**config.mk**
```make
export PLATFORM = sky130hd
export DESIGN_NAME = rf_port_arbiter
export DESIGN_NICKNAME = d
export VERILOG_FILES = /design/src/rtl/rf_port_arbiter.sv
export SDC_FILE = /design/constraint.sdc
export NUM_CORES = 1
export LEC_CHECK = 0
export BUFFER_PORTS_ARGS = -buffer_cell sky130_fd_sc_hd__buf_2
export CORE_MARGIN = 4
export CORE_UTILIZATION = 40
export DETAILED_ROUTE_END_ITERATION = 10
export HOLD_SLACK_MARGIN = 0.02
export PLACE_DENSITY = 0.57
export SYNTH_ARGS = -nofsm -noshare
export SYNTH_HDL_FRONTEND = slang
export SYNTH_SLANG_ARGS = --single-unit
```
**constraint.sdc**
```tcl
create_clock -name clk -period 7.7 [get_ports clk]
set_input_delay 1.54 -clock clk [delete_from_list [all_inputs] [get_ports clk]]
set_output_delay 1.54 -clock clk [all_outputs]
set_load 0.01 [all_outputs]
```
**src/rtl/rf_port_arbiter.sv**
```systemverilog
// rf_port_arbiter
// Shares the single-op-per-cycle register file between the decode operand
// read port and a FIFO-buffered writeback port. Reads are stalled on RAW
// hazards against queued writebacks. Write starvation is bounded by a read
// burst counter.
//
// state  | meaning
// S_IDLE | no register file op driven this cycle
// S_RD   | dual read driven (rf_addr1/rf_addr2 = operand A/B)
// S_WR   | write of the FIFO head driven (rf_addr1/rf_din, rf_wr=1)
module rf_port_arbiter #(
    parameter int WB_DEPTH     = 4,
    parameter int RD_BURST_MAX = 4,
    parameter int ADDR_W       = 5,
    parameter int DATA_W       = 16
) (
    input  logic                      clk,
    input  logic                      rst,
    input  logic                      rd_req,
    input  logic [ADDR_W-1:0]         rd_addr_a,
    input  logic [ADDR_W-1:0]         rd_addr_b,
    output logic                      rd_ack,
    output logic                      rd_valid,
    output logic [DATA_W-1:0]         rd_data_a,
    output logic [DATA_W-1:0]         rd_data_b,
    input  logic                      wb_req,
    input  logic [ADDR_W-1:0]         wb_addr,
    input  logic [DATA_W-1:0]         wb_data,
    output logic                      wb_ready,
    output logic [$clog2(WB_DEPTH):0] wb_count,
    output logic [ADDR_W-1:0]         rf_addr1,
    output logic [ADDR_W-1:0]         rf_addr2,
    output logic [DATA_W-1:0]         rf_din,
    output logic                      rf_wr,
    input  logic [DATA_W-1:0]         rf_out_1,
    input  logic [DATA_W-1:0]         rf_out_2
);

    localparam int PTR_W   = $clog2(WB_DEPTH);
    localparam int CNT_W   = PTR_W + 1;
    localparam int BURST_W = $clog2(RD_BURST_MAX + 1);

    localparam logic [1:0] S_IDLE = 2'd0;
    localparam logic [1:0] S_RD   = 2'd1;
    localparam logic [1:0] S_WR   = 2'd2;

    logic [ADDR_W-1:0]  fifo_addr [WB_DEPTH];
    logic [DATA_W-1:0]  fifo_data [WB_DEPTH];
    logic [PTR_W-1:0]   head;
    logic [PTR_W-1:0]   tail;
    logic [BURST_W-1:0] burst;
    logic [1:0]         state;
    logic [1:0]         next_state;

    logic full;
    logic push;
    logic hazard;
    logic w_cand;
    logic r_cand;
    logic grant_rd;
    logic grant_wr;

    assign full     = (wb_count == CNT_W'(WB_DEPTH));
    assign wb_ready = !full;
    assign push     = wb_req && wb_ready;
    assign w_cand   = (wb_count != '0);
    assign r_cand   = rd_req && !hazard;
    assign rd_ack   = grant_rd;

    // RAW hazard: operand address matches any queued writeback. A writeback
    // being pushed this same cycle is treated as queued, since it is older
    // than the read and would otherwise be overtaken by it.
    always_comb begin
        hazard = push && ((wb_addr == rd_addr_a) || (wb_addr == rd_addr_b));
        for (int i = 0; i < WB_DEPTH; i++) begin
            if (CNT_W'(i) < wb_count) begin
                if ((fifo_addr[head + PTR_W'(i)] == rd_addr_a) ||
                    (fifo_addr[head + PTR_W'(i)] == rd_addr_b)) begin
                    hazard = 1'b1;
                end
            end
        end
    end

    // Grant selection: writes win when the FIFO is full or reads have used
    // up their burst allowance; otherwise a ready read goes first.
    always_comb begin
        grant_rd = 1'b0;
        grant_wr = 1'b0;
        if (r_cand && w_cand) begin
            if (full || (burst == BURST_W'(RD_BURST_MAX))) begin
                grant_wr = 1'b1;
            end else begin
                grant_rd = 1'b1;
            end
        end else begin
            grant_rd = r_cand;
            grant_wr = w_cand;
        end
    end

    // Next op to drive onto the register file.
    always_comb begin
        if (grant_wr) begin
            next_state = S_WR;
        end else if (grant_rd) begin
            next_state = S_RD;
        end else begin
            next_state = S_IDLE;
        end
    end

    // Writeback FIFO storage; contents need no reset, validity comes from the count.
    always_ff @(posedge clk) begin
        if (push) begin
            fifo_addr[tail] <= wb_addr;
            fifo_data[tail] <= wb_data;
        end
    end

    // FIFO pointers and occupancy; a pop is exactly a write grant.
    always_ff @(posedge clk or posedge rst) begin
        if (rst) begin
            head     <= '0;
            tail     <= '0;
            wb_count <= '0;
        end else begin
            if (push) begin
                tail <= tail + PTR_W'(1);
            end
            if (grant_wr) begin
                head <= head + PTR_W'(1);
            end
            case ({push, grant_wr})
                2'b10:   wb_count <= wb_count + CNT_W'(1);
                2'b01:   wb_count <= wb_count - CNT_W'(1);
                default: wb_count <= wb_count;
            endcase
        end
    end

    // Consecutive reads granted while a write waits; saturates at the limit.
    always_ff @(posedge clk or posedge rst) begin
        if (rst) begin
            burst <= '0;
        end else if (grant_wr) begin
            burst <= '0;
        end else if (grant_rd && w_cand && (burst != BURST_W'(RD_BURST_MAX))) begin
            burst <= burst + BURST_W'(1);
        end
    end

    // FSM and registered register-file controls for the op decided this cycle.
    always_ff @(posedge clk or posedge rst) begin
        if (rst) begin
            state    <= S_IDLE;
            rf_wr    <= 1'b0;
            rf_addr1 <= '0;
            rf_addr2 <= '0;
            rf_din   <= '0;
        end else begin
            state <= next_state;
            case (next_state)
                S_RD: begin
                    rf_addr1 <= rd_addr_a;
                    rf_addr2 <= rd_addr_b;
                    rf_wr    <= 1'b0;
                end
                S_WR: begin
                    rf_addr1 <= fifo_addr[head];
                    rf_din   <= fifo_data[head];
                    rf_wr    <= 1'b1;
                end
                default: begin
                    rf_wr <= 1'b0;
                end
            endcase
        end
    end

    // Capture read results at the end of the S_RD cycle (reg_file read at the negedge inside it).
    always_ff @(posedge clk or posedge rst) begin
        if (rst) begin
            rd_valid  <= 1'b0;
            rd_data_a <= '0;
            rd_data_b <= '0;
        end else begin
            rd_valid <= (state == S_RD);
            if (state == S_RD) begin
                rd_data_a <= rf_out_1;
                rd_data_b <= rf_out_2;
            end
        end
    end

endmodule

```
# ---- Yosys cells after proc, flatten, opt, wreduce, memory -nomap -nowiden
# Memory sizes are Yosys's and may differ from the RTL's. A register that Yosys moved wholly into a read port is not among the register bits.
# Index checks and enable logic that the tools add are counted.
# W data, S select, Z words.
dict set report totals {
  reg_bits 56
  ramBits 84
  inputBits 67
  output_inout_bits 65
  wordCells 81
  n_memories 2
}
dict set report op_classes {
  add_sub_neg 7
  order_cmp 4
  n_eq_ne 18
  mux 21
  reduce_logical 18
}
# name words word_bits rd rd_clocked_by_memory_dff wr line_no
set mem_list {}
lappend mem_list {fifo_data 4 16 1 1 1 48} ;# logic [DATA_W-1:0] fifo_data [WB_DEPTH];
lappend mem_list {fifo_addr 4 5 4 0 1 47} ;# logic [ADDR_W-1:0] fifo_addr [WB_DEPTH];
# op count
set ops {}
lappend ops {{$eq A5 B5 Y1} 10}
lappend ops {{$mux W1} 16}
lappend ops {{$pmux W5 S2} 1}
lappend ops {{$add A3 B1 Y3 const B} 2}
lappend ops {{$eq A2 B1 Y1 const B} 3}
lappend ops {{$eq A3 B3 Y1 const B} 2}
lappend ops {{$logic_and A1 B1 Y1} 6}
lappend ops {{$logic_or A1 B1 Y1} 6}
lappend ops {{$lt A1 B3 Y1 const A} 2}
lappend ops {{$lt A2 B3 Y1 const A} 2}
lappend ops {{$mux W3} 2}
lappend ops {{$pmux W3 S2} 1}
lappend ops {{$reduce_bool A2 Y1} 3}
lappend ops {{$add A2 B1 Y2 const B} 2}
lappend ops {{$add A2 B2 Y2 const B} 2}
lappend ops {{$eq A2 B2 Y1 const B} 2}
lappend ops {{$ne A3 B3 Y1 const B} 1}
lappend ops {{$reduce_bool A3 Y1} 1}
lappend ops {{$sub A3 B1 Y3 const B} 1}
lappend ops {{$logic_not A1 Y1} 2}
lappend ops {{$mux W2} 1}

# ---- Logic depth before layout (Yosys ltp)
# Gate-level depths: netlist (run 1).
dict set report depth {
  word_depth 20
  depth_mapped 15
  depth_no_buf 12
}

# ---- Worst setup path before layout (run 1)
# Ideal clock, no wire load.
dict set report synth_path {
  path_kind {input port to output port}
  from {input port rd_addr_b[4]}
  to {output port rd_ack}
  arrival_ns 3.424
  setup_slack_ns 2.736
  stages 10
  n_path_buf 3
  cell_sequence {buf_2 nor2b_1 mux2_4 a221oi_1 nor2_1 a211o_1 o31ai_4 buf_6 o211a_4 buf_6}
}
dict set report synth_between {
  elab_chain_cells 15
  word_cells_on_any_way 23
  classes_between {5 x eq/ne; 9 x mux; 9 x reduce/logical}
}
# element line_no
set synth_lines {}
lappend synth_lines {{start, declared} 21} ;# input logic [ADDR_W-1:0] rd_addr_b,
lappend synth_lines {{$eq A5 B5 Y1} 74} ;# hazard = push && ((wb_addr == rd_addr_a) || (wb_addr == rd_addr_b));
lappend synth_lines {{$logic_or A1 B1 Y1} 74}
lappend synth_lines {{$logic_and A1 B1 Y1} 74}
lappend synth_lines {{$mux W1} 77} ;# if ((fifo_addr[head + PTR_W'(i)] == rd_addr_a) ||
lappend synth_lines {{$mux W1} 76} ;# if (CNT_W'(i) < wb_count) begin
lappend synth_lines {{$mux W1} 77}
lappend synth_lines {{$mux W1} 76}
lappend synth_lines {{$mux W1} 77}
lappend synth_lines {{$mux W1} 76}
lappend synth_lines {{$mux W1} 77}
lappend synth_lines {{$mux W1 (*)} 76}
lappend synth_lines {{$logic_not A1 Y1 (*)} 67} ;# assign r_cand = rd_req && !hazard;
lappend synth_lines {{$logic_and A1 B1 Y1 (*)} 67}
lappend synth_lines {{$logic_and A1 B1 Y1} 90} ;# if (r_cand && w_cand) begin
lappend synth_lines {{$mux W1 (*)} 90}
lappend synth_lines {{end, declared} 22} ;# output logic rd_ack,
# Mark *: on every way between the ends. The rest lies on a longest branch, timed or not.

# ---- Worst setup path after layout (run 1)
dict set report layout_path {
  from {register head[1]}
  to {output port rd_ack}
}
dict set report layout_between {
  elab_chain_cells 15
  word_cells_on_any_way 28
  classes_between {3 x add/sub; 8 x eq/ne; 9 x mux; 7 x reduce/logical; 1 x memory}
}
# element line_no
set layout_lines {}
lappend layout_lines {{start, declared} 49} ;# logic [PTR_W-1:0] head;
lappend layout_lines {{start signal, assigned} 132} ;# head <= head + PTR_W'(1);
lappend layout_lines {{$mem_v2 Z4 W5 (*)} -}
lappend layout_lines {{$eq A5 B5 Y1 (on tied branches)} {77, 78}}
lappend layout_lines {{$logic_or A1 B1 Y1} 77}
lappend layout_lines {{$mux W1} 77}
lappend layout_lines {{$mux W1} 76}
lappend layout_lines {{$mux W1} 77}
lappend layout_lines {{$mux W1} 76}
lappend layout_lines {{$mux W1} 77}
lappend layout_lines {{$mux W1} 76}
lappend layout_lines {{$mux W1} 77}
lappend layout_lines {{$mux W1 (*)} 76}
lappend layout_lines {{$logic_not A1 Y1 (*)} 67}
lappend layout_lines {{$logic_and A1 B1 Y1 (*)} 67}
lappend layout_lines {{$logic_and A1 B1 Y1} 90}
lappend layout_lines {{$mux W1 (*)} 90}
# Marks and branches as above.

==> results.toml, run 1 <==
[power_and_ir_drop]
power.leakage_nw = 3.61
finalPower_mw = 3.78
power_density_mw_per_mm2 = 426
ir_drop_v = 0.000201

[global_route]
overflow = 0
grt.total_usage_pct = 16.3
first_global_vias = 4808
grt_first_pass_wirelength_um = 26700
grt_max_degree = 73
antenna_found_initial = 3

[logic_synthesis]
ys.flop_type = "edfxtp_1"
ys_ff_latch = 156
yosysMostFrequentCell = "edfxtp_1"
synthTopCellsByCount = "84 x edfxtp_1, 72 x dfrtp_1, 45 x mux2_2, 36 x xnor2_1, 24 x mux2i_1"
syn_avg_cell_area_sq_um = 15.3
async_reset_ff_share_pct = 46.2
netlist_area_sq_mm = 0.00750
yosysTopAreaCellShare_pct = 33.6
yosysSeqAreaShare_pct = 57.6
yosys.cell_types.count = 62
synth_edf_count = 84
yosys-top-cells-area = "edfxtp_1 34%, dfrtp_1 24%, mux2_2 6.8%, mux4_2 6.0%, xnor2_1 4.2%"
synth_top_cell_by_area = "edfxtp_1"
netlist_instances = 489
synth_warnings = 0
synth_fp_nets = 567

[detailed_routing]
drt_pass1_iterations = 4
drtIter0Drc = 271
viasPerCell = 5.29
vias = 4546
antenna_left = 0
routed_wl_um = 16700
avgRoutedWirePerCell_um = 19.5
route.detailed.drc = 0

[clock_tree]
cts_hold_buffers = 0
cts_max_level = 4
cts_resized = 0
cts_made_buffers = 17
cts_tree = "yes"
cts_root_buf = "clkbuf_16"
cts_setup_buffers = 0
clkLatencyLatePin_ns = 0.43
path_clk_slew_ns = 0.06
clkSinkCount = 156
clockBufferDepth = 2

[sta]
rsz0062_at_grt = "no"
finalCritPeriodShare_pct = 71.9
layout_setup_ws_ns = 2.17
hold-worst-slack_ns = 0.480
max_slew.worst_pin.slew_ns = 1.18
fmax_mhz = 181
setup_viol = 0
fin_crit_ns = 5.53
final-max-slew-violation-count = 0
slew_headroom_pct = 21.4
fin_tns_setup_ns = 0
clock_skew_ns = 0.0164
hold_viol_final = 0

[finish]
fin_util_pct = 48.8
drive_gt1_share_pct = 42.0
diodes = 0
finalInstanceArea_sq_mm = 0.00888
nFillCells = 1600
final_nets = 696
final_cells = 860
synthToLayoutAreaGrowth_pct = 18.3
multi_input_area_sq_mm = 0.00292
seqCellArea_sq_mm = 0.00433

[floorplan]
die_x_um = 145
die_area_sq_mm = 0.0210
io_pins = 132
die_h_um = 145
start_util_pct = 41.2
rows = 49
coreArea_sq_mm = 0.0182

[worst_hold_path]
hold_path_class = "flip-flop to flip-flop"

[setup_path]
crit_type = "flip-flop to primary output"
cp_slowest_cell = "dfrtp_2"
cp_top_family = "compound AO/OA/AOI/OAI gates"
required_ns = 6.16
end_kind = "primary output"
cp-start-kind = "flip-flop"
crit_fanout = 28
crit_arrival_ns = 3.99
cpPeakStageDelay_ns = 0.88
crit_path_cell_trace = "buf_4 > mux2_2 > mux2i_1 > a2111oi_0 > a211o_1 > o31ai_4 > o211a_4 > buf_2"
path_buf_inv = 2

[placed_design]
dpl_cell_area_sq_mm = 0.00833
place_congestion = 0.853
hpwl_um = 11600
dpl.cell_count = 828
io_buffers = 131
dp_slack_ns = 2.33

[run_status]
status = "completed"

[job]
maxCapViolations = 0
## worst reg2reg max path, delay by kind of cell (launching register included)
kind,cells,cell delay (ns)
simple gates,1,0.27
mux,2,0.90
flops,1,0.88
buf+inv,1,0.50
compound gates,4,1.72
xor+xnor,1,0.16
## cells by family (layout without fill, tap and decap cells)
group                      count (synthesis)  count (layout)  synth area share, %
DFF                                      156             156                 57.6
muxes                                    113             113                 20.8
xor gates and xnor gates                  55              55                 6.42
AOI/OAI and AO/OA                         53              53                 6.21
and+or+nand+nor                           51              51                 3.59
buffers and inverters                     50             192                 3.49
adders and majority gates                 11              11                 1.83
## where the power goes
group | switching, mW | leakage, nW | internal [mW] | total, mW
Combinational | 0.836 | 1.73 | 0.828 | 1.66
Sequential | 0.166 | 1.62 | 1.18 | 1.35
Clock | 0.349 | 0.263 | 0.420 | 0.769
Total | 1.35 | 3.61 | 2.43 | 3.78
## metal layers
metal	part of all wire (%)	global-route usage [%]
met3	7.4	5.21
met2	47	25.8
met5	0.24	0
met1	44	21.2
met4	1.3	5.75
## flip-flops by register name, indices dropped and copies added, names as in the netlist
name       cells
fifo_addr     20
rf_wr          1
burst          3
rf_addr1       5
rf_addr2       5
state          2
head           2
rd_data_b     16
rf_din        16
tail           2
rd_data_a     16
wb_count       3
rd_valid       1
fifo_data     64
## cell usage in the layout (no fill, tap or decap), types with 3 or more instances in the layout
cell,instances
mux2i_4,3
nor3_1,4
buf_2,131
mux2_4,14
mux4_2,20
a222oi_1,3
nand2b_1,3
o32ai_1,6
a211oi_1,4
and3_1,7
inv_6,3
nand2_1,12
nor2_1,9
ha_1,11
mux2i_2,3
xnor2_1,36
edfxtp_1,84
clkinv_4,4
a221o_1,4
nor2b_1,3
buf_4,9
dfrtp_1,70
a221oi_1,4
a21oi_1,5
clkbuf_16,17
inv_1,18
mux2i_1,24
clkinv_2,3
mux2_1,4
mux2_2,45
xor2_1,19
o21ai_0,3
## area by class of cell
type | count | share of cell area (%)
clock buffer | 19 | 4.88
multi-input combinational | 283 | 32.9
tap | 229 | 3.23
sequential | 156 | 48.7
inverter | 20 | 0.860
clock inverter | 13 | 1.28
timing repair buffer | 140 | 8.15
## final timing paths
| check | start | endpoint | slack [ns] | cells after the start |
|---|---|---|---|---|
| setup / recovery | head[1] | rd_ack | 2.17 | 8 |
| hold / removal | rf_addr2[3] | rf_addr2[3] | 0.48 | 1 |
| setup reg to reg | head[1] | rf_din[1] | 3.14 | 9 |
| hold reg to reg | rf_addr2[3] | rf_addr2[3] | 0.48 | 1 |
| max in group asynchronous | rst | head[1] | 5.65 | 3 |
| min in group asynchronous | rst | rd_valid | 1.41 | 3 |
Note: power is estimated with default switching activity, not from simulation.
==> run 2: changes to the inputs <==
--- a/config.mk
+++ b/config.mk
@@ -5,6 +5,7 @@
 export SDC_FILE = /design/constraint.sdc
 export NUM_CORES = 1
 export LEC_CHECK = 0
+export ABC_AREA = 1
 export BUFFER_PORTS_ARGS = -buffer_cell sky130_fd_sc_hd__buf_2
 export CORE_MARGIN = 4
 export CORE_UTILIZATION = 40
==> constraint.sdc (replaced) <==
create_clock -name clk -period 5.6 [get_ports clk]
set_input_delay 1.12 -clock clk [delete_from_list [all_inputs] [get_ports clk]]
set_output_delay 1.12 -clock clk [all_outputs]
set_load 0.01 [all_outputs]
==> results.toml, run 2 <==
[sta]
clock_skew_ns = 0.0120
finalCritPeriodShare_pct = 82.3
fin_crit_ns = 4.61
setup_viol = 0
final-max-slew-violation-count = 0
max_slew.worst_pin.slew_ns = 0.989
slew_headroom_pct = 34.0
rsz0062_at_grt = "no"
fmax_mhz = 217
fin_tns_setup_ns = 0
hold_viol_final = 0

[detailed_routing]
vias = 5902
drtIter0Drc = 484
drt_pass1_iterations = 8
routed_wl_um = 18800
viasPerCell = 4.93
antenna_left = 0
avgRoutedWirePerCell_um = 15.7
route.detailed.drc = 0

[finish]
largest_register_ffs = 64
diodes = 0
drive_gt1_share_pct = 21.2
final_cells = 1196
synthToLayoutAreaGrowth_pct = 18.2
largest_register = "fifo_data"
nFillCells = 1764
seqCellArea_sq_mm = 0.00433
final_nets = 1032
final_cell_mix = "341 x nand2_1, 131 x buf_2, 120 x nand3_1"
multi_input_area_sq_mm = 0.00278
layout_commonest_cell = "nand2_1"
biggestRegsByFlops = "fifo_data (64), fifo_addr (20)"

[global_route]
overflow = 0
antenna_found_initial = 0
grt_max_degree = 73
grt_first_pass_wirelength_um = 30900
grt.total_usage_pct = 18.2
first_global_vias = 5870

[floorplan]
die_area_sq_mm = 0.0211
die_x_um = 145
coreArea_sq_mm = 0.0183
die_h_um = 145
io_pins = 132
start_util_pct = 41.2
rows = 49

[setup_path]
cp-start-kind = "flip-flop"
crit_fanout = 32
reg2reg_from = "head[1]"
r2r_cells = 21
end_kind = "primary output"
reg2reg_to = "wb_count[2]"
crit_path_end = "rd_ack"
required_ns = 4.48
r2r_setup_slack_ns = 2.02
crit_type = "flip-flop to primary output"
crit_arrival_ns = 3.49
cp-startpoint = "head[1]"

[job]
maxCapViolations = 0

[placed_design]
hpwl_um = 12600
dpl.cell_count = 1164
place_congestion = 0.888
io_buffers = 131

[run_status]
status = "completed"

[logic_synthesis]
synth_edf_count = 84
netlist_instances = 832
synth_warnings = 0
syn_avg_cell_area_sq_um = 9.06
async_reset_ff_share_pct = 46.2
synthTopCellsByCount = "341 x nand2_1, 120 x nand3_1, 84 x edfxtp_1, 72 x dfrtp_1, 50 x inv_1"
synth_top_cell_by_area = "edfxtp_1"
yosysSeqAreaShare_pct = 57.4
netlist_area_sq_mm = 0.00753
synth_fp_nets = 910
yosysMostFrequentCell = "nand2_1"
ys_ff_latch = 156
yosys-top-cells-area = "edfxtp_1 33%, dfrtp_1 24%, nand2_1 17%, nand3_1 8.0%, inv_1 2.5%"
yosys.cell_types.count = 30
yosysTopAreaCellShare_pct = 33.5
ys.flop_type = "edfxtp_1"

[clock_tree]
clkSinkCount = 156
clockBufferDepth = 2
cts_max_level = 4
cts_hold_buffers = 0
cts_made_buffers = 17
clkLatencyLatePin_ns = 0.43
cts_resized = 0
cts_root_buf = "clkbuf_16"
path_clk_slew_ns = 0.06
cts_setup_buffers = 0
cts_tree = "yes"

[power_and_ir_drop]
combPwrFrac_pct = 45.0
ir_drop_v = 0.000293
p_seq_share_pct = 34.3
cell_internal_pwr_mw = 2.99
p_switching_mw = 2.37
swShare_pct = 44.3
power_density_mw_per_mm2 = 602
p_clk_share_pct = 20.7
power.leakage_nw = 4.29

[worst_hold_path]
hold_path_class = "flip-flop to flip-flop"
==> run 2: cell types whose count changed in the layout (fill, tap and decap cells not counted), sizes merged, moves of 5 or more <==
cell	delta
nand3	+121
nand2	+343
o32ai	-6
o21ai	+12
a221oi	-5
mux2	-63
xnor2	-30
nand4	+17
mux4	-20
and3	-7
mux2i	-30
nor2	+20
inv	+36
==> run 2: worst min path at each step <==
| stage | start | end | slack, ns | cells after the start |
|---|---|---|---|---|
| after floorplan | burst[0] | burst[0] | 0.49 | 1 |
| after global placement | rd_data_b[1] | rd_data_b[1] | 0.45 | 2 |
| after detailed placement | rd_data_b[5] | rd_data_b[5] | 0.45 | 2 |
| after CTS | rd_data_a[2] | rd_data_a[2] | 0.47 | 2 |
| after global routing | rd_data_b[5] | rd_data_b[5] | 0.49 | 2 |
| final | rd_data_a[2] | rd_data_a[2] | 0.46 | 2 |
==> run 2: critical path, stage by stage, from the launching register on <==
cell,delay [ns]
dfrtp_1,0.74
buf_4,0.46
nand2_2,0.11
nand2_4,0.18
nand2_1,0.09
nand2_1,0.12
nand2_1,0.06
nand2_1,0.06
nor2_1,0.04
nand3_1,0.06
nand2_1,0.05
nand2_1,0.06
nand2_2,0.07
nor2_4,0.11
nand3_4,0.11
nand2_4,0.32
nand2_4,0.21
inv_1,0.08
buf_2,0.12
==> run 2: logic make-up after synthesis <==
| group | after synthesis | synth area share, % |
|---|---|---|
| buffers and inverters | 89 | 5.85 |
| and+or+nand+nor | 527 | 30.1 |
| AOI/OAI and AO/OA | 23 | 1.83 |
| DFF | 156 | 57.4 |
| xor gates and xnor gates | 26 | 3.02 |
| adders and majority gates | 11 | 1.83 |
==> run 2: area by class of cell <==
| cell class | count | share of cell area [%] |
|---|---|---|
| clock buffer | 17 | 4.78 |
| clock inverter | 15 | 1.76 |
| inverter | 53 | 2.39 |
| multi-input combinational | 587 | 31.2 |
| sequential | 156 | 48.6 |
| tap | 229 | 3.22 |
| timing repair buffer | 139 | 8.04 |
==> run 2: per-layer routing <==
layer / GRT usage (%) / part of all wire, % / vias up
met3: 4.71 / 6.0 / 34
li1: - / - / 2965
met5: 0 / 0 / -
met2: 28.3 / 45 / 189
met4: 6.74 / 2.4 / 0
met1: 24.9 / 46 / 2714
==> run 2: stage by stage <==
step           hold slack, ns  area, sq um  setup slack (ns)  total power [mW]  utilization (%)
3_5_place_dp            0.453         8320              1.38              4.30             45.6
5_1_grt                 0.485         8900             0.570              5.85             48.7
3_3_place_gp            0.448         8320              1.36              4.28             45.6
2_1_floorplan           0.486         7530              1.93              3.63                -
4_1_cts                 0.470         8900             0.961              5.43             48.7
6_report                0.463         8900             0.990              5.36             48.7
==> run 2: power groups by stage <==
stage	sequential [mW]	clock, mW	combinational, mW
5_1_grt	1.89	1.18	2.78
2_1_floorplan	1.90	0	1.72
6_report	1.84	1.11	2.41
3_5_place_dp	1.86	0	2.44
4_1_cts	1.84	1.14	2.45
3_3_place_gp	1.86	0	2.42
==> run 3: changes to the inputs <==
--- a/config.mk
+++ b/config.mk
@@ -11,7 +11,7 @@
 export CORE_UTILIZATION = 40
 export DETAILED_ROUTE_END_ITERATION = 10
 export HOLD_SLACK_MARGIN = 0.02
-export PLACE_DENSITY = 0.57
+export PLACE_DENSITY = 0.6
 export SYNTH_ARGS = -nofsm -noshare
 export SYNTH_HDL_FRONTEND = slang
 export SYNTH_SLANG_ARGS = --single-unit
==> constraint.sdc (replaced) <==
create_clock -name clk -period 3.75 [get_ports clk]
set_input_delay 0.75 -clock clk [delete_from_list [all_inputs] [get_ports clk]]
set_output_delay 0.75 -clock clk [all_outputs]
set_load 0.01 [all_outputs]
==> results.toml, run 3 (synthesized netlist as in run 2, its figures left out) <==
[sta]
fmax_mhz = 289
clock_skew_ns = 0.0123
final-max-slew-violation-count = 0
fin_crit_ns = 3.47
slew_headroom_pct = 35.3
setup_viol = 0
hold_viol_final = 0
finalCritPeriodShare_pct = 92.4
max_slew.worst_pin.slew_ns = 0.969
rsz0062_at_grt = "no"
layout_setup_ws_ns = 0.284
fin_tns_setup_ns = 0

[clock_tree]
clkLatencyLatePin_ns = 0.43
cts_tree = "yes"
clockBufferDepth = 2
cts_root_buf = "clkbuf_16"
cts_max_level = 4
clkSinkCount = 156
cts_made_buffers = 17
path_clk_slew_ns = 0.06

[global_route]
overflow = 0
grt_max_degree = 45
grt_first_pass_wirelength_um = 31000
first_global_vias = 5779
grt.total_usage_pct = 18.3
antenna_found_initial = 2

[finish]
multi_input_area_sq_mm = 0.00278
nFillCells = 1772
drive_gt1_share_pct = 21.9
finalInstanceArea_sq_mm = 0.00901
largest_register_ffs = 64
diodes = 0
seqCellArea_sq_mm = 0.00433
biggestRegsByFlops = "fifo_data (64), fifo_addr (20)"
synthToLayoutAreaGrowth_pct = 19.5
final_cell_mix = "341 x nand2_1, 131 x buf_2, 120 x nand3_1"
final_nets = 1040
layout_commonest_cell = "nand2_1"
largest_register = "fifo_data"

[detailed_routing]
drt_pass1_iterations = 5
antenna_left = 0
avgRoutedWirePerCell_um = 16.1
route.detailed.drc = 0
routed_wl_um = 19400
vias = 6003
drtIter0Drc = 395
viasPerCell = 4.99

[setup_path]
end_kind = "primary output"
cp-start-kind = "flip-flop"
cp-startpoint = "head[0]"
reg2reg_from = "head[0]"
crit_type = "flip-flop to primary output"
required_ns = 3.00
crit_fanout = 19
r2r_setup_slack_ns = 0.80
r2r_cells = 20
crit_arrival_ns = 2.72
reg2reg_to = "wb_count[2]"

[floorplan]
die_x_um = 145
start_util_pct = 41.2
die_area_sq_mm = 0.0211
io_pins = 132
die_h_um = 145
rows = 49
coreArea_sq_mm = 0.0183

[run_status]
status = "completed"

[placed_design]
dp_slack_ns = 0.371
io_buffers = 131
dpl_cell_area_sq_mm = 0.00835
place_congestion = 0.918
hpwl_um = 13200

[worst_hold_path]
hold_path_class = "input pin to asynchronous set/reset pin"

[job]
maxCapViolations = 0

[power_and_ir_drop]
power_density_mw_per_mm2 = 910
power.leakage_nw = 4.36
ir_drop_v = 0.000480
finalPower_mw = 8.20
[run 3: per-layer routing]
layer	part of all wire (%)	vias to the layer above	GRT usage, %	wire [um]
met5	0.072	-	0	14
met4	1.9	4	6.08	374
met3	6.6	37	4.96	1280
met2	46	198	29.1	8940
met1	45	2795	24.5	8800
li1	-	2969	-	-
[run 3: critical path: stages (launching register included)]
cell,delay [ns]
dfrtp_4,0.57
buf_4,0.23
nand2_1,0.11
nand3_1,0.13
nand2_1,0.17
nand2_1,0.07
o21ai_1,0.08
nor2_1,0.05
nand2_1,0.06
nor2_1,0.04
nor2_1,0.09
nand2_1,0.08
nand2_2,0.09
nand3_4,0.11
nand2_4,0.17
nand2_4,0.08
inv_1,0.06
buf_2,0.12
[run 3: timing repair]
action                                  CTS  global route
pin swaps                                 0             1
hold endpoints to repair                  0             0
endpoints found under the setup margin    1             1
gates resized for setup                   1             5
setup buffers                             0             4
hold buffers                              0             0
[run 3: worst max path at each step]
stage          slack [ns]  endpoint
2_1_floorplan        0.82    rd_ack
4_1_cts             0.005    rd_ack
3_3_place_gp         0.41    rd_ack
5_1_grt              0.01    rd_ack
6_report             0.28    rd_ack
3_5_place_dp         0.37    rd_ack
[run 3: area by class of cell]
| class | instances | area share, % |
|---|---|---|
| sequential | 156 | 48.1 |
| multi-input combinational | 587 | 30.9 |
| timing repair buffer | 147 | 8.61 |
| clock buffer | 20 | 5.31 |
| tap | 229 | 3.18 |
| inverter | 53 | 2.60 |
| clock inverter | 12 | 1.35 |
[run 3: stage by stage]
stage	hold slack, ns	std cells	util [%]
floorplan	0.486	832	-
global placement	0.448	1168	45.7
detailed placement	0.453	1168	45.7
CTS	0.326	1200	49.0
global route	0.354	1204	49.3
finish	0.326	1204	49.3
[run 3: power by group]
part	internal, mW	switching (mW)
registers	2.42	0.307
clock network	1.01	0.734
logic	1.24	2.50
total	4.66	3.54
